## config.mk

```make
export PLATFORM = sky130hd
export DESIGN_NAME = bp_update_ctrl_flat
export DESIGN_NICKNAME = d
export VERILOG_FILES = /design/src/rtl/bp_update_ctrl_if.sv /design/src/rtl/bp_update_ctrl.sv /design/src/flat_wrapper.sv
export SDC_FILE = /design/constraint.sdc
export NUM_CORES = 1
export LEC_CHECK = 0
export BUFFER_PORTS_ARGS = -buffer_cell sky130_fd_sc_hd__buf_2
export CORE_ASPECT_RATIO = 0.75
export CORE_MARGIN = 5
export CORE_UTILIZATION = 40
export DETAILED_ROUTE_END_ITERATION = 6
export GPL_TIMING_DRIVEN = 0
export HOLD_SLACK_MARGIN = 0.08
export PLACE_DENSITY = 0.6
export SETUP_SLACK_MARGIN = 0.3
export SLEW_MARGIN = 20
export SYNTH_ARGS = -nofsm -noshare
export SYNTH_HDL_FRONTEND = slang
export SYNTH_SLANG_ARGS = --single-unit
```

## constraint.sdc

```tcl
create_clock -name clk -period 2.6 [get_ports clk]
set_clock_uncertainty 0.2 [all_clocks]
set_input_delay 0.13 -clock clk [delete_from_list [all_inputs] [get_ports clk]]
set_output_delay 0.13 -clock clk [all_outputs]
set_load 0.05 [all_outputs]
```

## src/rtl/bp_update_ctrl_if.sv

```systemverilog
// Branch-resolve / predictor-write bundle for bp_update_ctrl.
// master drives resolve inputs and upd_ready; slave is the controller.
interface bp_update_ctrl_if #(
  parameter int IDX_W = 3,
  parameter int CNT_W = 16
);
  logic             id_valid;
  logic             is_branch;
  logic             actual_taken;
  logic [15:0]      actual_target;
  logic [15:0]      IF_ID_PC_curr;
  logic [1:0]       IF_ID_prediction;
  logic [15:0]      IF_ID_predicted_target;
  logic             upd_ready;
  logic             update_PC;
  logic [15:0]      redirect_target;
  logic             flush_IF_ID;
  logic             stall_fetch;
  logic             upd_valid;
  logic             upd_wen_BHT;
  logic             upd_wen_BTB;
  logic [IDX_W-1:0] upd_index;
  logic             upd_taken;
  logic [1:0]       upd_prediction;
  logic [15:0]      upd_target;
  logic             init_busy;
  logic             overflow;
  logic [CNT_W-1:0] branch_cnt;
  logic [CNT_W-1:0] mispredict_cnt;

  modport master (
    output id_valid, is_branch, actual_taken, actual_target,
    output IF_ID_PC_curr, IF_ID_prediction, IF_ID_predicted_target,
    output upd_ready,
    input  update_PC, redirect_target, flush_IF_ID, stall_fetch,
    input  upd_valid, upd_wen_BHT, upd_wen_BTB, upd_index,
    input  upd_taken, upd_prediction, upd_target,
    input  init_busy, overflow, branch_cnt, mispredict_cnt
  );

  modport slave (
    input  id_valid, is_branch, actual_taken, actual_target,
    input  IF_ID_PC_curr, IF_ID_prediction, IF_ID_predicted_target,
    input  upd_ready,
    output update_PC, redirect_target, flush_IF_ID, stall_fetch,
    output upd_valid, upd_wen_BHT, upd_wen_BTB, upd_index,
    output upd_taken, upd_prediction, upd_target,
    output init_busy, overflow, branch_cnt, mispredict_cnt
  );
endinterface

```

## src/rtl/bp_update_ctrl.sv

```systemverilog
// Branch resolve, redirect/flush and queued BHT/BTB update writer.
// Clears every predictor entry after reset, then drains a small FIFO.
module bp_update_ctrl #(
  parameter int DEPTH = 4,
  parameter int IDX_W = 3,
  parameter int CNT_W = 16
) (
  input  logic            clk,
  input  logic            rst,
  bp_update_ctrl_if.slave bus
);

  localparam int PW = $clog2(DEPTH);
  localparam logic [PW:0]      C_FULL = (PW+1)'(DEPTH);
  localparam logic [PW:0]      C_HI   = (PW+1)'(DEPTH - 1);
  localparam logic [PW-1:0]    P_ONE  = PW'(1);
  localparam logic [PW:0]      C_ONE  = (PW+1)'(1);
  localparam logic [IDX_W-1:0] I_ONE  = IDX_W'(1);
  localparam logic [CNT_W-1:0] N_ONE  = CNT_W'(1);

  typedef enum logic {INIT, RUN} state_t;

  typedef struct packed {
    logic [IDX_W-1:0] idx;
    logic             taken;
    logic [1:0]       pred;
    logic [15:0]      tgt;
    logic             wen_btb;
  } ent_t;

  state_t           r_state;
  state_t           w_next;
  logic [IDX_W-1:0] r_idx;
  ent_t             r_mem [DEPTH];
  logic [PW-1:0]    r_wp;
  logic [PW-1:0]    r_rp;
  logic [PW:0]      r_count;
  logic             r_ovf;
  logic [CNT_W-1:0] r_bcnt;
  logic [CNT_W-1:0] r_mcnt;

  logic             w_init;
  logic             w_br;
  logic             w_miss;
  logic             w_full;
  logic             w_pop;
  logic             w_push;
  logic             w_drop;
  logic [15:0]      w_redir;
  ent_t             w_ent;
  ent_t             w_head;
  logic             w_uv;
  logic             w_ubht;
  logic             w_ubtb;
  logic [IDX_W-1:0] w_uidx;
  logic             w_utk;
  logic [1:0]       w_upred;
  logic [15:0]      w_utgt;

  assign w_head = r_mem[r_rp];

  // Next state, resolve/miss detection, FIFO control and write port mux.
  always_comb begin
    w_next  = r_state;
    w_init  = 1'b0;
    w_br    = 1'b0;
    w_miss  = 1'b0;
    w_full  = (r_count == C_FULL);
    w_pop   = 1'b0;
    w_push  = 1'b0;
    w_drop  = 1'b0;
    w_redir = 16'h0;
    w_ent   = '0;
    w_uv    = 1'b0;
    w_ubht  = 1'b0;
    w_ubtb  = 1'b0;
    w_uidx  = '0;
    w_utk   = 1'b0;
    w_upred = 2'b00;
    w_utgt  = 16'h0;
    unique case (r_state)
      INIT: begin
        w_init = 1'b1;
        w_uv   = 1'b1;
        w_ubht = 1'b1;
        w_ubtb = 1'b1;
        w_uidx = r_idx;
        if (bus.upd_ready && r_idx == '1)
          w_next = RUN;
      end
      RUN: begin
        w_br = bus.id_valid & bus.is_branch;
        w_miss = w_br &
          ((bus.IF_ID_prediction[1] != bus.actual_taken) |
           (bus.actual_taken & bus.IF_ID_prediction[1] &
            (bus.IF_ID_predicted_target != bus.actual_target)));
        if (w_miss)
          w_redir = bus.actual_taken ? bus.actual_target
                                     : bus.IF_ID_PC_curr + 16'd2;
        w_ent.idx     = bus.IF_ID_PC_curr[IDX_W:1];
        w_ent.taken   = bus.actual_taken;
        w_ent.pred    = bus.IF_ID_prediction;
        w_ent.tgt     = bus.actual_target;
        w_ent.wen_btb = bus.actual_taken |
          (bus.IF_ID_predicted_target != bus.actual_target);
        w_pop  = (r_count != '0) & bus.upd_ready;
        w_push = w_br & (~w_full | w_pop);
        w_drop = w_br & w_full & ~w_pop;
        if (r_count != '0) begin
          w_uv    = 1'b1;
          w_ubht  = 1'b1;
          w_ubtb  = w_head.wen_btb;
          w_uidx  = w_head.idx;
          w_utk   = w_head.taken;
          w_upred = w_head.pred;
          w_utgt  = w_head.tgt;
        end
      end
      default: w_next = INIT;
    endcase
  end

  // FSM, clear index, FIFO pointers, sticky overflow and counters.
  always_ff @(posedge clk) begin
    if (!rst) begin
      r_state <= INIT;
      r_idx   <= '0;
      r_wp    <= '0;
      r_rp    <= '0;
      r_count <= '0;
      r_ovf   <= 1'b0;
      r_bcnt  <= '0;
      r_mcnt  <= '0;
    end else begin
      r_state <= w_next;
      if (w_init && bus.upd_ready)
        r_idx <= r_idx + I_ONE;
      if (w_push)
        r_wp <= r_wp + P_ONE;
      if (w_pop)
        r_rp <= r_rp + P_ONE;
      if (w_push && !w_pop)
        r_count <= r_count + C_ONE;
      else if (w_pop && !w_push)
        r_count <= r_count - C_ONE;
      if (w_drop)
        r_ovf <= 1'b1;
      if (w_push && r_bcnt != '1)
        r_bcnt <= r_bcnt + N_ONE;
      if (w_miss && r_mcnt != '1)
        r_mcnt <= r_mcnt + N_ONE;
    end
  end

  // FIFO storage; contents are don't-care while the entry is not counted.
  always_ff @(posedge clk) begin
    if (w_push)
      r_mem[r_wp] <= w_ent;
  end

  assign bus.update_PC       = w_miss;
  assign bus.flush_IF_ID     = w_miss;
  assign bus.redirect_target = w_redir;
  assign bus.stall_fetch     = w_init | (r_count >= C_HI);
  assign bus.init_busy       = w_init;
  assign bus.upd_valid       = w_uv;
  assign bus.upd_wen_BHT     = w_ubht;
  assign bus.upd_wen_BTB     = w_ubtb;
  assign bus.upd_index       = w_uidx;
  assign bus.upd_taken       = w_utk;
  assign bus.upd_prediction  = w_upred;
  assign bus.upd_target      = w_utgt;
  assign bus.overflow        = r_ovf;
  assign bus.branch_cnt      = r_bcnt;
  assign bus.mispredict_cnt  = r_mcnt;

endmodule
```

## src/flat_wrapper.sv

```systemverilog
// flat-port wrapper written by rule: the top's interface ports become plain ports
module bp_update_ctrl_flat 
#(
  parameter int DEPTH = 4,
  parameter int IDX_W = 3,
  parameter int CNT_W = 16
)
  (clk, rst, bus_id_valid, bus_is_branch, bus_actual_taken, bus_actual_target, bus_IF_ID_PC_curr, bus_IF_ID_prediction, bus_IF_ID_predicted_target, bus_upd_ready, bus_update_PC, bus_redirect_target, bus_flush_IF_ID, bus_stall_fetch, bus_upd_valid, bus_upd_wen_BHT, bus_upd_wen_BTB, bus_upd_index, bus_upd_taken, bus_upd_prediction, bus_upd_target, bus_init_busy, bus_overflow, bus_branch_cnt, bus_mispredict_cnt);
  bp_update_ctrl_if #(.IDX_W(IDX_W), .CNT_W(CNT_W)) bus_i ();
  input  logic clk;
  input  logic rst;
  input wire logic [$bits(bus_i.id_valid)-1:0] bus_id_valid;
  input wire logic [$bits(bus_i.is_branch)-1:0] bus_is_branch;
  input wire logic [$bits(bus_i.actual_taken)-1:0] bus_actual_taken;
  input wire logic [$bits(bus_i.actual_target)-1:0] bus_actual_target;
  input wire logic [$bits(bus_i.IF_ID_PC_curr)-1:0] bus_IF_ID_PC_curr;
  input wire logic [$bits(bus_i.IF_ID_prediction)-1:0] bus_IF_ID_prediction;
  input wire logic [$bits(bus_i.IF_ID_predicted_target)-1:0] bus_IF_ID_predicted_target;
  input wire logic [$bits(bus_i.upd_ready)-1:0] bus_upd_ready;
  output wire logic [$bits(bus_i.update_PC)-1:0] bus_update_PC;
  output wire logic [$bits(bus_i.redirect_target)-1:0] bus_redirect_target;
  output wire logic [$bits(bus_i.flush_IF_ID)-1:0] bus_flush_IF_ID;
  output wire logic [$bits(bus_i.stall_fetch)-1:0] bus_stall_fetch;
  output wire logic [$bits(bus_i.upd_valid)-1:0] bus_upd_valid;
  output wire logic [$bits(bus_i.upd_wen_BHT)-1:0] bus_upd_wen_BHT;
  output wire logic [$bits(bus_i.upd_wen_BTB)-1:0] bus_upd_wen_BTB;
  output wire logic [$bits(bus_i.upd_index)-1:0] bus_upd_index;
  output wire logic [$bits(bus_i.upd_taken)-1:0] bus_upd_taken;
  output wire logic [$bits(bus_i.upd_prediction)-1:0] bus_upd_prediction;
  output wire logic [$bits(bus_i.upd_target)-1:0] bus_upd_target;
  output wire logic [$bits(bus_i.init_busy)-1:0] bus_init_busy;
  output wire logic [$bits(bus_i.overflow)-1:0] bus_overflow;
  output wire logic [$bits(bus_i.branch_cnt)-1:0] bus_branch_cnt;
  output wire logic [$bits(bus_i.mispredict_cnt)-1:0] bus_mispredict_cnt;
  assign bus_i.id_valid = bus_id_valid;
  assign bus_i.is_branch = bus_is_branch;
  assign bus_i.actual_taken = bus_actual_taken;
  assign bus_i.actual_target = bus_actual_target;
  assign bus_i.IF_ID_PC_curr = bus_IF_ID_PC_curr;
  assign bus_i.IF_ID_prediction = bus_IF_ID_prediction;
  assign bus_i.IF_ID_predicted_target = bus_IF_ID_predicted_target;
  assign bus_i.upd_ready = bus_upd_ready;
  assign bus_update_PC = bus_i.update_PC;
  assign bus_redirect_target = bus_i.redirect_target;
  assign bus_flush_IF_ID = bus_i.flush_IF_ID;
  assign bus_stall_fetch = bus_i.stall_fetch;
  assign bus_upd_valid = bus_i.upd_valid;
  assign bus_upd_wen_BHT = bus_i.upd_wen_BHT;
  assign bus_upd_wen_BTB = bus_i.upd_wen_BTB;
  assign bus_upd_index = bus_i.upd_index;
  assign bus_upd_taken = bus_i.upd_taken;
  assign bus_upd_prediction = bus_i.upd_prediction;
  assign bus_upd_target = bus_i.upd_target;
  assign bus_init_busy = bus_i.init_busy;
  assign bus_overflow = bus_i.overflow;
  assign bus_branch_cnt = bus_i.branch_cnt;
  assign bus_mispredict_cnt = bus_i.mispredict_cnt;
  bp_update_ctrl #(.DEPTH(DEPTH), .IDX_W(IDX_W), .CNT_W(CNT_W)) u_core (.clk(clk), .rst(rst), .bus(bus_i));
endmodule
```

==> run_results.csv, run 1 <==
group,metric,value,unit
status,status,"complete, no violations",
route,routedWlPerCell,17.3,um
pwr,p_per_area,547,mW/mm^2
pwr,relative_contribution_of_the_clock_network_to_total_power,46.8,%
cts,numCtsBuffers,17,
layout,stdcell_count,953,
route,route.detailed.vias_per_inst,5.11,
cts,cts.clk_slew.worst_paths,60,ps
yosys,postSynthNetCount,605,
critical_path,critical_path_required,2270,ps
pwr,combPwrFrac,5.0,%
route,dr.pass1.iters,4,
global_route,globalRoute.totalOverflow,0,
pwr,power.ir.vdd_worst,0.445,mV
route,remaining_drc_errors,0,
route,vias_after_detailed_routing,4872,
cts,ctsRootBufferMaster,"sky130_fd_sc_hd__clkbuf_16",
timing,report.final.setup_viol,0,
yosys,ys_warn_count,0,
floorplanning,initial_core_util,40.8,%
route,drtAntennaViolNets,0,
yosys,synth_cells,537,
critical_path,critPathArrivalTime,1920,ps
yosys,synth.avg_cell_area,12.2,um^2
global_route,pin_count_of_the_biggest_net_entering_global_routing,24,
floorplanning,placement_rows,40,
timing,final.hold.worst_slack,126,ps
yosys,ys_top_cells_by_area,"sky130_fd_sc_hd__edfxtp_1 42%, sky130_fd_sc_hd__dfxtp_1 14%, sky130_fd_sc_hd__mux4_2 7.9%, sky130_fd_sc_hd__and2_1 4.4%, sky130_fd_sc_hd__xor2_1 4.0%",
global_route,grt_usage,17.5,%
flow_run,maxCapViolations,0,
yosys,share_of_the_synthesized_area_in_the_top_cell_type,42.3,%
pwr,seq_pwr_share,48.2,%
cts,clock_path_buffers,2,
cts,clock_sink_count,138,
floorplanning,chipHeight,121,um
critical_path,timing.reg2reg.setup_slack,390,ps
placement,post_dp_cell_area,0.00750,mm^2
critical_path,critical_path_class,"flop to output port",
critical_path,startpoint_type,"flop",
pwr,cell_internal_pwr,3.67,mW
timing,tightest_slew,761,ps
placement,routabilityCongestion,0.885,
placement,preCtsSetupSlack,-8.74,ps
pwr,power.total,4.80,mW
cts,htreeDepth,4,
timing,fin_crit_share,86.5,%
layout,post_route_cells_drive_above_1_share,35.4,%
global_route,grt_pass1_vias,4927,
pwr,sw_frac_of_total,23.4,%
placement,placed_wire_length_estimate_after_detailed_placement,11.5,mm
timing,max_freq,0.445,GHz
layout,antennaDiodeCount,0,
timing,finalHoldViolCount,0,
yosys,synth_flop_cell,"sky130_fd_sc_hd__edfxtp_1",
yosys,synth.lib_cells_used.distinct,49,
layout,post-route-cell-area,0.00877,mm^2
critical_path,critPathCaptureType,"output port",
route,finalWirelength,16.5,mm
pwr,netSwitchingPower,1.12,mW
yosys,synth_area_leader_cell,"sky130_fd_sc_hd__edfxtp_1",
floorplanning,dieWidth,158,um
yosys,async_flop_share,0,%
yosys,mappedNetlistArea,0.00653,mm^2
min_path,hold_class,"primary input to flop",
layout,final-seq-area,0.00370,mm^2
timing,timing.final.max_slew_violations,0,
placement,place_inst,880,
yosys,postSynthRegisterBits,138,
layout,finalNetCount,798,
timing,timing.max_slew.rel_slack,49.2,%
cts,clk_latency,410,ps
timing,final_critical_path_setup_slack,352,ps
pwr,power_leakage,3.17,nW
layout,syn2layout_area_growth,34.3,%
yosys,synth_seq_area_share,56.4,%
placement,port-buffer-count,133,
global_route,antenna_violations_before_repair,0,
critical_path,critical_path_peak_fanout,6,
layout,multiInputGateArea,0.00280,mm^2
floorplanning,design.portCount,134,
timing,setup_repair_after_global_routing_missed_its_margin,"yes",
timing,period_minus_slack,2250,ps
global_route,grt_pass1_wl,25.8,mm
floorplanning,die-area,0.0190,mm^2
floorplanning,placeableCoreArea,0.0160,mm^2
cts,cts_tree,"done",
yosys,synth_edf_count,92,
route,drt_iter0_drc,253,
layout,fill_cells,1366,
==> per-stage QoR <==
stage,TNS [ps],utilization [%]
finish,0,54.7
global route,0,54.7
CTS,0,53.4
detailed placement,-51.9,46.8
global placement,-10170,46.8
floorplan,0,-
==> what timing repair did <==
action / in CTS / in global routing
gates resized for setup: 55 / 40
buffers inserted: 6 / 9
pin swaps: 4 / 14
cloned: 1 / 2
hold endpoints to repair: 98 / 0
hold buffers: 23 / 0
setup endpoints to repair: 76 / 43
==> state kept, by name, summed over array words and instances, names as in the netlist, named ones only <==
name and count:
u_core.r_idx 3, u_core.r_count 3, u_core.bus.mispredict_cnt 16, u_core.r_state 1
u_core.r_wp 2, u_core.bus.overflow 1, u_core.r_rp 2, u_core.r_mem 92
u_core.bus.branch_cnt 16
==> power by group through the flow <==
stage	Sequential (mW)	Combinational, mW	Clock [mW]
after detailed placement	2.36	0.197	0
after floorplan	2.36	0.100	0
final	2.31	0.239	2.24
after global placement	2.36	0.193	0
after global routing	2.31	0.256	2.40
after CTS	2.31	0.232	2.30
==> critical path, cell delays in order, from the launching register on <==
cell and delay, ps:
sky130_fd_sc_hd__dfxtp_2 330, sky130_fd_sc_hd__buf_8 140, sky130_fd_sc_hd__buf_12 120, sky130_fd_sc_hd__buf_16 110, sky130_fd_sc_hd__mux4_2 500, sky130_fd_sc_hd__and2_4 160
sky130_fd_sc_hd__buf_8 140
==> logic make-up (layout without fill, tap and decap cells) <==
kind of cell             Yosys count  count (layout)  share of synthesized area (%)
flip-flops                       138             138                           56.4
adder cells (fa/ha/maj)           12              12                           2.42
AND/OR/NAND/NOR                  208             208                           16.5
buffers and inverters             40             246                           2.86
AO/OA/AOI/OAI                     57              57                           5.75
multiplexers                      32              32                           9.32
XOR/XNOR                          50              50                           6.71
==> synthesized netlist by cell type, drive strengths merged (2+ instances only) <==
library cell	number
a21oi	27
and2	46
and3	5
and4	4
buf	10
clkbuf	13
dfxtp	46
edfxtp	92
ha	11
inv	16
mux2i	9
mux4	23
nand2	26
nand3	21
nand4	9
nor2	69
nor3	6
nor4	5
o21a	2
o21ai	15
o31ai	5
or3	8
or4	5
xnor2	20
xor2	30
==> per-layer routing <==
metal  vias to the layer above  routed length (um)  GRT usage, %
met2                        82                8360          28.5
met1                      2431                7360          22.9
met5                         -                   0             0
met3                        11                 617          4.58
li1                       2348                   -             -
met4                         0                 168          5.75
==> path summary, 6_finish.rpt <==
check                                    start                            to  cells past startpoint
hold / removal                    bus_id_valid           u_core.bus.overflow                      5
setup / recovery                          flop             bus_upd_target[8]                      6
hold reg to reg            u_core.bus.overflow           u_core.bus.overflow                      2
setup reg to reg  u_core.bus.mispredict_cnt[0]  u_core.bus.mispredict_cnt[1]                      9
==> placed cells by master (no fill, tap or decap), types with 4 or more instances in the layout <==
| cell type | n |
|---|---|
| sky130_fd_sc_hd__a21oi_1 | 26 |
| sky130_fd_sc_hd__and2_1 | 37 |
| sky130_fd_sc_hd__and2_2 | 4 |
| sky130_fd_sc_hd__and2_4 | 5 |
| sky130_fd_sc_hd__and4_1 | 4 |
| sky130_fd_sc_hd__buf_12 | 4 |
| sky130_fd_sc_hd__buf_2 | 115 |
| sky130_fd_sc_hd__buf_4 | 24 |
| sky130_fd_sc_hd__buf_6 | 4 |
| sky130_fd_sc_hd__buf_8 | 6 |
| sky130_fd_sc_hd__clkbuf_1 | 8 |
| sky130_fd_sc_hd__clkbuf_16 | 18 |
| sky130_fd_sc_hd__clkbuf_4 | 8 |
| sky130_fd_sc_hd__dfxtp_1 | 35 |
| sky130_fd_sc_hd__dfxtp_2 | 8 |
| sky130_fd_sc_hd__dlygate4sd3_1 | 23 |
| sky130_fd_sc_hd__edfxtp_1 | 92 |
| sky130_fd_sc_hd__ha_1 | 10 |
| sky130_fd_sc_hd__inv_1 | 14 |
| sky130_fd_sc_hd__inv_6 | 9 |
| sky130_fd_sc_hd__mux2i_1 | 9 |
| sky130_fd_sc_hd__mux4_2 | 23 |
| sky130_fd_sc_hd__nand2_1 | 25 |
| sky130_fd_sc_hd__nand3_1 | 20 |
| sky130_fd_sc_hd__nand4_1 | 9 |
| sky130_fd_sc_hd__nor2_1 | 68 |
| sky130_fd_sc_hd__nor3_1 | 4 |
| sky130_fd_sc_hd__o21ai_0 | 6 |
| sky130_fd_sc_hd__o21ai_1 | 6 |
| sky130_fd_sc_hd__o31ai_1 | 5 |
| sky130_fd_sc_hd__or3_1 | 8 |
| sky130_fd_sc_hd__or4_1 | 5 |
| sky130_fd_sc_hd__xnor2_1 | 20 |
| sky130_fd_sc_hd__xor2_1 | 30 |
==> cell type report <==
class,count,area share [%]
inverter,17,0.828
tap,210,3.00
timing repair buffer,174,13.4
clock inverter,15,1.50
sequential,138,42.3
multi-input combinational,359,32.0
buffer,23,2.21
clock buffer,17,4.85
Note: power is estimated with default switching activity, not from simulation.
==> run 2, diff against run 1 <==
--- a/config.mk
+++ b/config.mk
@@ -8,11 +8,11 @@
 export BUFFER_PORTS_ARGS = -buffer_cell sky130_fd_sc_hd__buf_2
 export CORE_ASPECT_RATIO = 0.75
 export CORE_MARGIN = 5
-export CORE_UTILIZATION = 40
+export CORE_UTILIZATION = 55
 export DETAILED_ROUTE_END_ITERATION = 6
 export GPL_TIMING_DRIVEN = 0
 export HOLD_SLACK_MARGIN = 0.08
-export PLACE_DENSITY = 0.6
+export PLACE_DENSITY = 0.79
 export SETUP_SLACK_MARGIN = 0.3
 export SLEW_MARGIN = 20
 export SYNTH_ARGS = -nofsm -noshare
==> run 2 against run 1 <==
- register-to-register slack got worse by 40 ps
- non-clock buffer count rose by 2
- power rose by 5.5%
- routed wire length rose by 4.9%
- sequential cell count did not move
- cell count fell by 4.8%
- clock-buffer cell count did not move
- die area fell by 25%
==> run_results.csv, run 2 (synthesized netlist as in run 1, its figures left out) <==
group,metric,value,unit
status,status,"complete, no violations",
critical_path,cp_common_cell,"sky130_fd_sc_hd__buf_8",
layout,commonest_non_fill_non_tap_cell_in_the_layout,"sky130_fd_sc_hd__buf_2",
cts,cts_tree,"done",
global_route,grt_pass1_wl,26.6,mm
layout,post-route-cell-area,0.00875,mm^2
route,vias_after_detailed_routing,5089,
global_route,pin_count_of_the_biggest_net_entering_global_routing,24,
timing,fin_crit_share,88.0,%
pwr,p_per_area,579,mW/mm^2
floorplanning,initial_core_util,56.2,%
route,remaining_drc_errors,0,
layout,post_route_cells_drive_above_1_share,35.6,%
route,routedWlPerCell,19.1,um
timing,setup_repair_after_global_routing_missed_its_margin,"yes",
critical_path,critPathCaptureType,"output port",
timing,tightest_slew,724,ps
cts,cts.clk_slew.worst_paths,70,ps
layout,finalNetCount,800,
cts,htreeDepth,4,
layout,antennaDiodeCount,0,
critical_path,critical_path_buf_inv_count,4,
critical_path,worstPathCellList,"buf_8 > buf_12 > buf_16 > mux4_2 > and2_4 > buf_8",
critical_path,critPathArrivalTime,1960,ps
cts,clock_sink_count,138,
global_route,globalRoute.totalOverflow,0,
critical_path,startpoint_type,"flop",
floorplanning,placeableCoreArea,0.0116,mm^2
global_route,grt_usage,24.3,%
critical_path,timing.critical_path.slowest_cell_delay,500,ps
timing,max_freq,0.437,GHz
critical_path,critical_path_peak_fanout,6,
timing,report.final.setup_viol,0,
placement,routabilityCongestion,0.854,
cts,ctsRootBufferMaster,"sky130_fd_sc_hd__clkbuf_16",
pwr,combPwrFrac,4.9,%
floorplanning,placement_rows,34,
timing,final.hold.worst_slack,266,ps
layout,flip_flop_count_of_the_largest_register_after_layout,92,
global_route,antenna_violations_before_repair,0,
floorplanning,die-area,0.0142,mm^2
pwr,netSwitchingPower,1.12,mW
pwr,cell_internal_pwr,3.94,mW
placement,preCtsSetupSlack,-45.1,ps
critical_path,critical_path_class,"flop to output port",
placement,placed_wire_length_estimate_after_detailed_placement,11.2,mm
global_route,grt_pass1_vias,5148,
timing,finalHoldViolCount,0,
layout,regMostFlops,"u_core.r_mem",
route,drt_iter0_drc,361,
timing,timing.max_slew.rel_slack,51.8,%
layout,fill_cells,726,
critical_path,critical_path_required,2270,ps
placement,place_inst,832,
route,finalWirelength,17.3,mm
layout,syn2layout_area_growth,34.0,%
layout,multiInputGateArea,0.00280,mm^2
cts,clock_path_buffers,2,
pwr,relative_contribution_of_the_clock_network_to_total_power,49.4,%
route,dr.pass1.iters,5,
pwr,power.total,5.06,mW
floorplanning,chipHeight,104,um
placement,port-buffer-count,133,
placement,post_dp_cell_area,0.00744,mm^2
timing,final_critical_path_setup_slack,313,ps
cts,clk_latency,410,ps
critical_path,timing.critical_path.slowest_stage_cell,"sky130_fd_sc_hd__mux4_2",
layout,final-seq-area,0.00370,mm^2
pwr,seq_pwr_share,45.7,%
timing,period_minus_slack,2290,ps
route,route.detailed.vias_per_inst,5.61,
min_path,hold_class,"flop to flop",
route,drtAntennaViolNets,0,
timing,timing.final.max_slew_violations,0,
layout,stdcell_count,907,
critical_path,critical-path-top-delay-family,"buffers and inverters",
layout,most-common-layout-cells,"121 x sky130_fd_sc_hd__buf_2, 92 x sky130_fd_sc_hd__edfxtp_1, 68 x sky130_fd_sc_hd__nor2_1, 37 x sky130_fd_sc_hd__and2_1, 35 x sky130_fd_sc_hd__dfxtp_1",
critical_path,timing.reg2reg.setup_slack,350,ps
pwr,sw_frac_of_total,22.1,%
pwr,power.ir.vdd_worst,0.552,mV
floorplanning,dieWidth,136,um
flow_run,maxCapViolations,0,
pwr,power_leakage,3.19,nW
cts,numCtsBuffers,17,
floorplanning,design.portCount,134,
==> run 2: changes by cell type in the layout (fill, tap and decap cells not counted), moves of 2 or more <==
cell,delta
sky130_fd_sc_hd__inv_6,-3
sky130_fd_sc_hd__bufinv_16,+3
sky130_fd_sc_hd__dlygate4sd3_1,+2
sky130_fd_sc_hd__inv_8,-2
sky130_fd_sc_hd__buf_2,+6
sky130_fd_sc_hd__clkbuf_4,-5
sky130_fd_sc_hd__ha_2,+2
==> run 2: per-layer routing <==
metal	share of wire (%)	global-route usage, %	up-vias
met5	0	0	-
met4	1.9	8.71	0
met3	7.6	6.38	34
met2	50	39.3	214
met1	41	31.5	2495
li1	-	-	2346
==> run 2: what timing repair did <==
item                                    4_1_cts  5_1_grt
hold buffers                                 25        0
hold endpoints to repair                     95        0
endpoints found under the setup margin       48       42
pin swaps                                     4       12
gates cloned                                  1        0
buffers inserted                              8        9
gates resized for setup                      52       40
==> run 2: metrics by stage <==
| step | setup TNS, ps | util, % |
|---|---|---|
| after floorplan | 0 | - |
| after global placement | -5920 | 64.0 |
| after detailed placement | -138 | 64.0 |
| after CTS | 0 | 73.8 |
| after global routing | 0 | 75.3 |
| final | 0 | 75.3 |
==> run 2: final cells by class <==
class / count / area share [%]
clock buffers: 17 / 4.86
repair buffers: 176 / 13.3
plain buffers: 23 / 2.13
inverters: 17 / 0.830
flip-flops and latches: 138 / 42.4
multi-input cells: 359 / 32.0
well taps: 162 / 2.32
clock inverters: 15 / 2.16
==> run 2: power by group through the flow <==
stage	Clock [mW]	Combinational [mW]	Sequential, mW
floorplan	0	0.100	2.36
global placement	0	0.192	2.36
detailed placement	0	0.197	2.36
CTS	2.52	0.237	2.31
global route	2.62	0.265	2.31
finish	2.50	0.250	2.31
==> run 2: worst min-delay path: stages (launching register included) <==
cell and delay (ps):
sky130_fd_sc_hd__dfxtp_1 320, sky130_fd_sc_hd__a21oi_1 40, sky130_fd_sc_hd__nor2_1 70
==> run 2: path summary, 6_finish.rpt <==
| kind | start | end | cells after the start |
|---|---|---|---|
| hold / removal | u_core.bus.overflow | u_core.bus.overflow | 2 |
| setup / recovery | flop | bus_upd_target[12] | 6 |
| setup reg to reg | u_core.r_count[0] | u_core.r_count[2] | 9 |
| hold reg to reg | u_core.bus.overflow | u_core.bus.overflow | 2 |
==> run 3, diff against run 2 <==
==> constraint.sdc (replaced) <==
create_clock -name clk -period 2.6 [get_ports clk]
set_clock_uncertainty 0.2 [all_clocks]
set_input_delay 0.26 -clock clk [delete_from_list [all_inputs] [get_ports clk]]
set_output_delay 0.26 -clock clk [all_outputs]
set_load 0.05 [all_outputs]
==> run 3 against run 2 <==
- clock-buffer cell count stayed put
- non-clock buffer count is 3 higher
- hold slack worse by 170 ps
- die area stayed put
- routed wire length is 16% higher
- cell count is 0.33% higher
- core utilization is 4.9 points higher
==> run_results.csv, run 3 (synthesized netlist as in run 1, its figures left out) <==
group,metric,value,unit
cts,clock_path_buffers,2,
pwr,cell_internal_pwr,3.86,mW
layout,commonest_non_fill_non_tap_cell_in_the_layout,"sky130_fd_sc_hd__edfxtp_1",
floorplanning,die-area,0.0142,mm^2
status,status,"complete, no violations",
floorplanning,dieWidth,136,um
pwr,power_leakage,3.34,nW
cts,cts_tree,"done",
route,met3_length,1.97,mm
critical_path,critical_path_peak_fanout,5,
layout,flip_flop_count_of_the_largest_register_after_layout,92,
placement,post_dp_cell_area,0.00744,mm^2
route,drtAntennaViolNets,0,
route,highest-signal-layer,"met4",
critical_path,r2r.worst_path.cells,9,
flow_run,maxCapViolations,0,
critical_path,startpoint_type,"primary input",
floorplanning,placeableCoreArea,0.0116,mm^2
pwr,sw_frac_of_total,23.5,%
layout,post_route_cells_drive_above_1_share,43.4,%
min_path,hold_class,"primary input to flop",
route,met2_length,9.76,mm
route,vias_after_detailed_routing,5503,
global_route,grt_usage,27.5,%
route,wl_met1,7.47,mm
global_route,grt_pass1_vias,5439,
timing,timing.max_slew.rel_slack,53.3,%
pwr,seq_pwr_share,45.8,%
global_route,globalRoute.totalOverflow,0,
pwr,p_per_area,542,mW/mm^2
cts,clk_latency,430,ps
min_path,hold_path_depth,2,
cts,ctsRootBufferMaster,"sky130_fd_sc_hd__clkbuf_16",
critical_path,critical_path_class,"primary input to output port",
route,route.detailed.vias_per_inst,6.05,
cts,htreeDepth,4,
timing,tightest_slew,701,ps
layout,regMostFlops,"u_core.r_mem",
layout,antennaDiodeCount,0,
pwr,power.ir.vdd_worst,0.543,mV
route,dr.pass1.iters,5,
timing,report.final.setup_viol,0,
layout,most-common-layout-cells,"92 x sky130_fd_sc_hd__edfxtp_1, 82 x sky130_fd_sc_hd__buf_2, 58 x sky130_fd_sc_hd__nor2_1, 40 x sky130_fd_sc_hd__buf_6, 32 x sky130_fd_sc_hd__dfxtp_1",
cts,clock_sink_count,138,
global_route,pin_count_of_the_biggest_net_entering_global_routing,24,
critical_path,critPathArrivalTime,2000,ps
cts,cts.clk_slew.worst_paths,60,ps
route,routedWlPerCell,22.0,um
route,finalWirelength,20.0,mm
timing,timing.final.max_slew_violations,0,
timing,setup_repair_after_global_routing_missed_its_margin,"yes",
route,drt_iter0_drc,632,
critical_path,critPathCaptureType,"output port",
layout,post-route-cell-area,0.00932,mm^2
global_route,grt_pass1_wl,29.5,mm
route,remaining_drc_errors,0,
pwr,netSwitchingPower,1.19,mW
layout,finalNetCount,803,
placement,preCtsSetupSlack,-407,ps
global_route,antenna_violations_before_repair,0,
placement,routabilityCongestion,0.846,
timing,final_critical_path_setup_slack,144,ps
layout,syn2layout_area_growth,42.8,%
timing,period_minus_slack,2460,ps
placement,placed_wire_length_estimate_after_detailed_placement,11.4,mm
timing,fin_crit_share,94.5,%
floorplanning,design.portCount,134,
timing,max_freq,0.407,GHz
floorplanning,initial_core_util,56.2,%
pwr,combPwrFrac,5.8,%
floorplanning,placement_rows,34,
pwr,relative_contribution_of_the_clock_network_to_total_power,48.4,%
timing,finalHoldViolCount,0,
floorplanning,chipHeight,104,um
critical_path,critical_path_required,2140,ps
placement,port-buffer-count,133,
cts,numCtsBuffers,17,
run 3: changes by cell type in the layout (fill, tap and decap cells not counted), sizes merged:
cell         previous run  this run
buf                   163       178
bufinv                  3         2
clkbuf                 28        26
clkinv                  5         6
dlygate4sd3            25        15
run 3: worst paths after layout:
check                                     from                            to  slack [ps]
setup reg to reg  u_core.bus.mispredict_cnt[1]  u_core.bus.mispredict_cnt[4]         310
hold reg to reg            u_core.bus.overflow           u_core.bus.overflow         280
hold / removal           bus_actual_target[13]           u_core.r_mem[1][14]          90
setup / recovery          bus_actual_target[7]        bus_redirect_target[5]         140
run 3: metrics by stage:
stage          util, %  instances  setup TNS, ps  hold WS [ps]  total power [mW]
2_1_floorplan        -        537              0           182              2.46
3_5_place_dp      64.0        832          -5310           280              2.56
3_3_place_gp      64.0        832          -8130           268              2.55
4_1_cts           78.0        899              0          83.5              4.99
6_report          80.2        910              0          91.1              5.05
5_1_grt           80.2        910              0           114              5.18
run 3: metal layers:
metal,GRT usage (%),up-vias
met5,0,-
met4,10.0,0
met3,6.96,86
met2,46.2,389
met1,34.5,2681
li1,-,2347
run 3: what timing repair did:
| item | in CTS | in global routing |
|---|---|---|
| endpoints found under the setup margin | 55 | 56 |
| cloned | 3 | 0 |
| pin swaps | 32 | 14 |
| hold buffers | 15 | 0 |
| setup buffers | 17 | 11 |
| resized for setup | 191 | 51 |
| endpoints found under the hold margin | 53 | 0 |
run 3: critical path: stages:
cell                      delay [ps]
sky130_fd_sc_hd__buf_2           140
sky130_fd_sc_hd__xor2_2          180
sky130_fd_sc_hd__nor4_4          390
sky130_fd_sc_hd__a41oi_4         230
sky130_fd_sc_hd__o21ai_4         310
sky130_fd_sc_hd__buf_6           150
sky130_fd_sc_hd__buf_6           110
sky130_fd_sc_hd__nor2_1           60
sky130_fd_sc_hd__buf_6           150
run 3: layout make-up:
class                   instances  area, um^2
clock buffers                  17         425
multi-input cells             359        3030
fillers                       591        2290
plain buffers                  23         200
clock inverters                15         166
inverters                      17        72.6
repair buffers                179        1510
flip-flops and latches        138        3710
well taps                     162         203
run 3: power by group through the flow:
stage | Combinational [mW] | Sequential [mW] | Clock, mW
final | 0.292 | 2.31 | 2.44
after global routing | 0.309 | 2.31 | 2.56
after CTS | 0.262 | 2.31 | 2.41
after global placement | 0.193 | 2.36 | 0
after floorplan | 0.101 | 2.36 | 0
after detailed placement | 0.198 | 2.36 | 0
